File: config.mk
export PLATFORM = sky130hd
export DESIGN_NAME = math_adder_brent_kung_pipe
export DESIGN_NICKNAME = d
export VERILOG_FILES = /design/src/rtl/math_adder_brent_kung_pipe.sv
export SDC_FILE = /design/constraint.sdc
export NUM_CORES = 1
export LEC_CHECK = 0
export ABC_CLOCK_PERIOD_IN_PS = 1400
export CAP_MARGIN = 20
export CORE_ASPECT_RATIO = 1.2
export CORE_MARGIN = 3
export CORE_UTILIZATION = 41
export DETAILED_ROUTE_END_ITERATION = 16
export HOLD_SLACK_MARGIN = 0.03
export PLACE_DENSITY = 0.77
export RECOVER_POWER = 25
export SLEW_MARGIN = 20
export SYNTH_ARGS = -nofsm -noshare
export SYNTH_HDL_FRONTEND = slang
export SYNTH_SLANG_ARGS = --single-unit
File: constraint.sdc
create_clock -name i_clk -period 1.4 [get_ports i_clk]
set_clock_uncertainty 0.05 [all_clocks]
set_input_delay 0.14 -clock i_clk [delete_from_list [all_inputs] [get_ports i_clk]]
set_output_delay 0.14 -clock i_clk [all_outputs]
set_load 0.1 [all_outputs]
File: src/rtl/math_adder_brent_kung_pipe.sv
// math_adder_brent_kung_pipe
//   Pipelined Brent-Kung adder/subtractor with a valid/ready stream interface.
//   The prefix network runs over the N operand positions; the carry-in rides
//   in position 0 of the PG vectors, so GG[i] is the carry into sum bit i.
//   Any prefix level can be followed by a pipeline register (REG_LEVELS mask).
//   The output register always exists. The whole pipeline stalls together
//   under downstream backpressure.
//
// Parameters
//   N          operand width, power of two, 8..128
//   REG_LEVELS bit k = 1 registers the state after prefix level k
//              (levels 0..log2(N)-1 up-sweep, the rest down-sweep)
//
// Ports
//   i_clk, i_rst_n   clock (rising edge), async active-low reset
//   i_valid/o_ready  input beat handshake
//   i_a, i_b         operands
//   i_c              carry-in (ignored when i_sub = 1)
//   i_sub            0: A+B+i_c   1: A-B
//   o_valid/i_ready  result beat handshake
//   o_sum            sum / difference (mod 2^N)
//   o_c              carry-out
//   o_ovf            signed overflow
module math_adder_brent_kung_pipe #(
  parameter int unsigned N = 32,
  parameter logic [2*$clog2(N)-2:0] REG_LEVELS = '0
) (
  input  logic         i_clk,
  input  logic         i_rst_n,
  input  logic         i_valid,
  output logic         o_ready,
  input  logic [N-1:0] i_a,
  input  logic [N-1:0] i_b,
  input  logic         i_c,
  input  logic         i_sub,
  output logic         o_valid,
  input  logic         i_ready,
  output logic [N-1:0] o_sum,
  output logic         o_c,
  output logic         o_ovf
);

  localparam int unsigned LG = $clog2(N);
  localparam int unsigned NL = 2 * LG - 1;

  logic         en;
  logic [N-1:0] b_x;
  logic         cin;

  // Stage k holds the state entering prefix level k; stage NL is the result.
  // g_s/p_s are the group generate/propagate vectors, pr_s the raw bit
  // propagates kept for the final sum XOR, v_s the stage-valid bit.
  logic [N:0] g_s  [NL+1];
  logic [N:0] p_s  [NL+1];
  logic [N:0] pr_s [NL+1];
  logic       v_s  [NL+1];

  logic         o_valid_d, o_valid_q;
  logic [N-1:0] o_sum_d,   o_sum_q;
  logic         o_c_d,     o_c_q;
  logic         o_ovf_d,   o_ovf_q;

  // Global stall: everything advances only if the output slot frees up.
  always_comb begin
    en  = ~o_valid_q | i_ready;
    b_x = i_b ^ {N{i_sub}};
    cin = i_sub | i_c;
  end

  assign o_ready = en;

  assign g_s[0]  = {i_a & b_x, cin};
  assign p_s[0]  = {i_a ^ b_x, 1'b0};
  assign pr_s[0] = {i_a ^ b_x, 1'b0};
  assign v_s[0]  = i_valid;

  for (genvar k = 0; k < NL; k++) begin : g_lvl
    localparam bit          UP   = (k < LG);
    // Down-sweep level LG+t works at distance 2^(LG-2-t).
    localparam int unsigned J    = UP ? k : (2 * LG - 2 - k);
    localparam int unsigned H    = 2 ** J;
    localparam int unsigned SPAN = 2 ** (J + 1);

    logic [N:0] g_c;
    logic [N:0] p_c;

    for (genvar i = 0; i <= N; i++) begin : g_bit
      // Up-sweep: right end of every SPAN-aligned block.
      // Down-sweep: midpoints of blocks that already have a prefix to their left.
      localparam bit HIT = (i < N) &&
                           (UP ? (((i + 1) % SPAN) == 0)
                               : ((((i + 1) % SPAN) == H) && ((i + 1) > SPAN)));
      // Spans that reach position 0 are complete prefixes: G only.
      localparam bit GRAY = !UP || ((i + 1) == SPAN);

      if (HIT) begin : g_cell
        assign g_c[i] = g_s[k][i] | (p_s[k][i] & g_s[k][i-H]);
        if (GRAY) begin : g_gray
          assign p_c[i] = p_s[k][i];
        end else begin : g_black
          assign p_c[i] = p_s[k][i] & p_s[k][i-H];
        end
      end else begin : g_pass
        assign g_c[i] = g_s[k][i];
        assign p_c[i] = p_s[k][i];
      end
    end

    if (REG_LEVELS[k]) begin : g_reg
      logic [N:0] g_d,  g_q;
      logic [N:0] p_d,  p_q;
      logic [N:0] pr_d, pr_q;
      logic       v_d,  v_q;

      always_comb begin
        g_d  = g_q;
        p_d  = p_q;
        pr_d = pr_q;
        v_d  = v_q;
        if (en) begin
          g_d  = g_c;
          p_d  = p_c;
          pr_d = pr_s[k];
          v_d  = v_s[k];
        end
      end

      // Data is qualified by v_q, so it needs no reset.
      always_ff @(posedge i_clk) begin
        g_q  <= g_d;
        p_q  <= p_d;
        pr_q <= pr_d;
      end

      always_ff @(posedge i_clk or negedge i_rst_n) begin
        if (!i_rst_n) begin
          v_q <= 1'b0;
        end else begin
          v_q <= v_d;
        end
      end

      assign g_s[k+1]  = g_q;
      assign p_s[k+1]  = p_q;
      assign pr_s[k+1] = pr_q;
      assign v_s[k+1]  = v_q;
    end else begin : g_wire
      assign g_s[k+1]  = g_c;
      assign p_s[k+1]  = p_c;
      assign pr_s[k+1] = pr_s[k];
      assign v_s[k+1]  = v_s[k];
    end
  end

  // Position N never enters the network; carry-out is one last gray cell
  // folded into post-processing: GG[N] = g[N] | p[N] & GG[N-1].
  logic [N:0]   gg;
  logic [N:0]   pr;
  logic [N-1:0] sum_c;
  logic         cout_c;
  logic         ovf_c;
  logic         pg_last_unused;

  always_comb begin
    gg     = g_s[NL];
    pr     = pr_s[NL];
    sum_c  = pr[N:1] ^ gg[N-1:0];
    cout_c = gg[N] | (pr[N] & gg[N-1]);
    ovf_c  = cout_c ^ gg[N-1];
  end

  assign pg_last_unused = ^p_s[NL] ^ pr[0];

  always_comb begin
    o_valid_d = o_valid_q;
    o_sum_d   = o_sum_q;
    o_c_d     = o_c_q;
    o_ovf_d   = o_ovf_q;
    if (en) begin
      o_valid_d = v_s[NL];
      if (v_s[NL]) begin
        o_sum_d = sum_c;
        o_c_d   = cout_c;
        o_ovf_d = ovf_c;
      end
    end
  end

  always_ff @(posedge i_clk or negedge i_rst_n) begin
    if (!i_rst_n) begin
      o_valid_q <= 1'b0;
      o_sum_q   <= '0;
      o_c_q     <= 1'b0;
      o_ovf_q   <= 1'b0;
    end else begin
      o_valid_q <= o_valid_d;
      o_sum_q   <= o_sum_d;
      o_c_q     <= o_c_d;
      o_ovf_q   <= o_ovf_d;
    end
  end

  assign o_valid = o_valid_q;
  assign o_sum   = o_sum_q;
  assign o_c     = o_c_q;
  assign o_ovf   = o_ovf_q;

endmodule

==> results.cfg, run 1 <==
[run_status]
status = finished with violations
violations = setup timing

[detailed_routing]
via_per_inst = 5.59
route.detailed.drc = 0
initialDrtViolationCount = 156
wire_per_inst_um = 23.0
num_vias = 3309
first_pass_iters = 4
antenna_left = 0
wirelength_mm = 13.6

[layout]
layout-area-overhead-vs-synth_pct = 109
finalNonFillerCells = 592
final_nets = 621
design_area_mm2 = 0.00619
num_antenna_cells = 0
layout-drive-gt1-share_pct = 52.5

[yosys]
synth_top_area_share_pct = 29.6
synth_edf_count = 0
yosys_warnings = 0
synthTopCellsByArea = dfrtp_1 30%, ha_1 13%, fa_1 11%
post_synth.cell_area_avg_um2 = 9.94
synth_flop_cell = dfrtp_1
syn_inst = 298
ys_seq_elements = 35
yosysUniqueCellTypes = 40
synth_most_common_cell = nand2_1
synth_nets = 415
synth.yosys.seq_area_share_pct = 29.6
async_reset_ff_share_pct = 100
synth_top_area_cell = dfrtp_1
synth_commonest_cells = 40 x nand2_1, 36 x xor2_1, 35 x dfrtp_1
netlist_area_mm2 = 0.00296

[floorplanning]
die_x_um = 83.6
core_area_mm2 = 0.00694
dieArea_mm2 = 0.00828
start_util_pct = 42.7
die-height_um = 99.1
pin_count = 106
placementRows = 33

[global_routing]
use_met2_pct = 48.1
grt_first_pass_wirelength_mm = 16.3
grt_use_total_pct = 24.8
grt_pass1_vias = 3313
antenna_found_initial = 0
grt_overflow_total = 0
use_met3_pct = 3.98
grt_max_degree = 36
busiest_layer = met2
met1_usage_pct = 26.6

[sta]
finalWorstSetupSlack_ns = -1.64
hold_viol = 0
max_freq_ghz = 0.329
fin_crit_sh_pct = 217
slew_headroom_pct = 37.0
whs_ns = 0.384
min_period_ns = 3.04
tns_ns = -37.39
setup_viol = 35
slew_violations = 0
worstMarginPinSlew_ns = 0.944
rsz0062_at_grt = true

[setup_path]
start_kind = input pin
worst-path-max-fanout = 7
path_class = input pin to register
endpoint_kind = register
worst_ep_arrival_time_ns = 3.24
required_ns = 1.60

[clock_network]
cts.clk_slew.worst_paths_ns = 0.08
worst_skew_pair.late_latency_ns = 0.31
cts_tree = done
htreeDepth = 2
cts_inserted_buffers = 5
clock_path_buffers = 2
cts_sinks = 35
root_buffer = clkbuf_8

[power]
p_per_area_mw_per_mm2 = 1490
peakVddDrop_v = 0.00117
p_total_mw = 9.22
p_leak_nw = 2.83

[placed_design]
port_buffers = 105
place_congestion = 0.821
placedCellCount = 547
post_dp_cell_area_mm2 = 0.00505
dp_hpwl_mm = 6.75

[min_path]
hp-class = input pin to register

[job]
cap_violations = 0
area by class of cell:
cell class | instances | area, um^2
multi-input cells | 235 | 2700
clock inverters | 1 | 7.51
clock buffers | 7 | 96.3
flip-flops and latches | 35 | 880
fillers | 269 | 747
well taps | 87 | 109
inverters | 18 | 70.1
repair buffers | 209 | 2330
layer usage:
| metal | vias to the layer above | part of all wire, % |
|---|---|---|
| met5 | - | 0 |
| met4 | 0 | 5.3 |
| met3 | 64 | 6.5 |
| met2 | 206 | 55 |
| met1 | 1625 | 34 |
| li1 | 1414 | - |
state kept, by name, indices dropped and copies added (netlist names):
signal,count
o_c,1
o_ovf,1
o_valid,1
o_sum,32
worst max-delay path, stage by stage:
cell	delay [ns]
buf_12	0.12
buf_12	0.14
buf_8	0.12
xor2_2	0.15
ha_1	0.34
inv_1	0.06
o21bai_1	0.30
a221oi_2	0.13
buf_4	0.18
a2111oi_4	0.41
nor2_2	0.11
fa_2	0.40
buf_6	0.14
nor2_4	0.10
o211ai_1	0.14
mux2i_1	0.13
or3_1	0.12
worst paths after layout:
path | startpoint | end | slack (ns) | cells after the start
worst max-delay path | i_sub | o_ovf | -1.64 | 17
worst max register to register | o_valid | o_ovf | -0.09 | 6
worst min register to register | o_sum[25] | o_sum[25] | 0.52 | 2
max in group asynchronous | i_rst_n | o_valid | 0.07 | 3
min in group asynchronous | i_rst_n | o_sum[1] | 0.55 | 3
worst min-delay path | i_a[0] | o_sum[0] | 0.38 | 4
layout by cell type, fill, tap and decap left out, types with 6 or more instances in the layout:
master / n
clkbuf_8: 7
dfrtp_1: 34
buf_12: 40
ha_4: 7
inv_1: 17
xor2_1: 20
a21oi_4: 7
fa_2: 17
a21o_1: 7
dlygate4sd2_1: 13
nand2_1: 32
dlymetal6s2s_1: 7
buf_6: 18
xnor2_2: 6
mux2_4: 6
o21ai_1: 20
o21ai_2: 11
buf_4: 79
ha_1: 23
clkdlybuf4s50_1: 44
xor2_2: 11
a21oi_2: 7
through the flow:
stage | setup slack, ns | utilization (%)
2_1_floorplan | -1.54 | -
3_3_place_gp | -1.77 | 72.8
3_5_place_dp | -1.84 | 72.8
4_1_cts | -1.42 | 81.7
5_1_grt | -1.67 | 89.2
6_report | -1.64 | 89.2
logic make-up after synthesis:
group	Yosys count	synth area share [%]
flip-flops	35	29.6
multiplexers	10	3.76
AO/OA/AOI/OAI	68	15.6
AND/OR/NAND/NOR	63	9.42
buffers and inverters	28	3.55
adder cells (fa/ha/maj)	47	24.2
XOR/XNOR	47	13.9
power breakdown:
part | internal, mW | leakage, nW | total [mW] | switching (mW)
Combinational | 2.71 | 2.36 | 6.63 | 3.92
Clock | 0.448 | 0.0505 | 0.870 | 0.422
Sequential | 1.32 | 0.424 | 1.72 | 0.392
Total | 4.49 | 2.83 | 9.22 | 4.73
repair_timing:
item / CTS / global route
buffers inserted: 21 / 25
endpoints found under the setup margin: 34 / 34
pin swaps: 63 / 68
hold buffers: 1 / 0
gates resized for setup: 111 / 85
cloned: 2 / 0
hold endpoints to repair: 35 / 0
No activity file was read; power rests on OpenSTA's default activity.
==> run 2, diff against run 1 <==
--- a/config.mk
+++ b/config.mk
@@ -10,6 +10,7 @@
 export CORE_ASPECT_RATIO = 1.2
 export CORE_MARGIN = 3
 export CORE_UTILIZATION = 41
+export CTS_CLUSTER_DIAMETER = 50
 export DETAILED_ROUTE_END_ITERATION = 16
 export HOLD_SLACK_MARGIN = 0.03
 export PLACE_DENSITY = 0.77
==> results of run 2 <==
The final DEF is identical to that of run 1; final timing and power are the same.
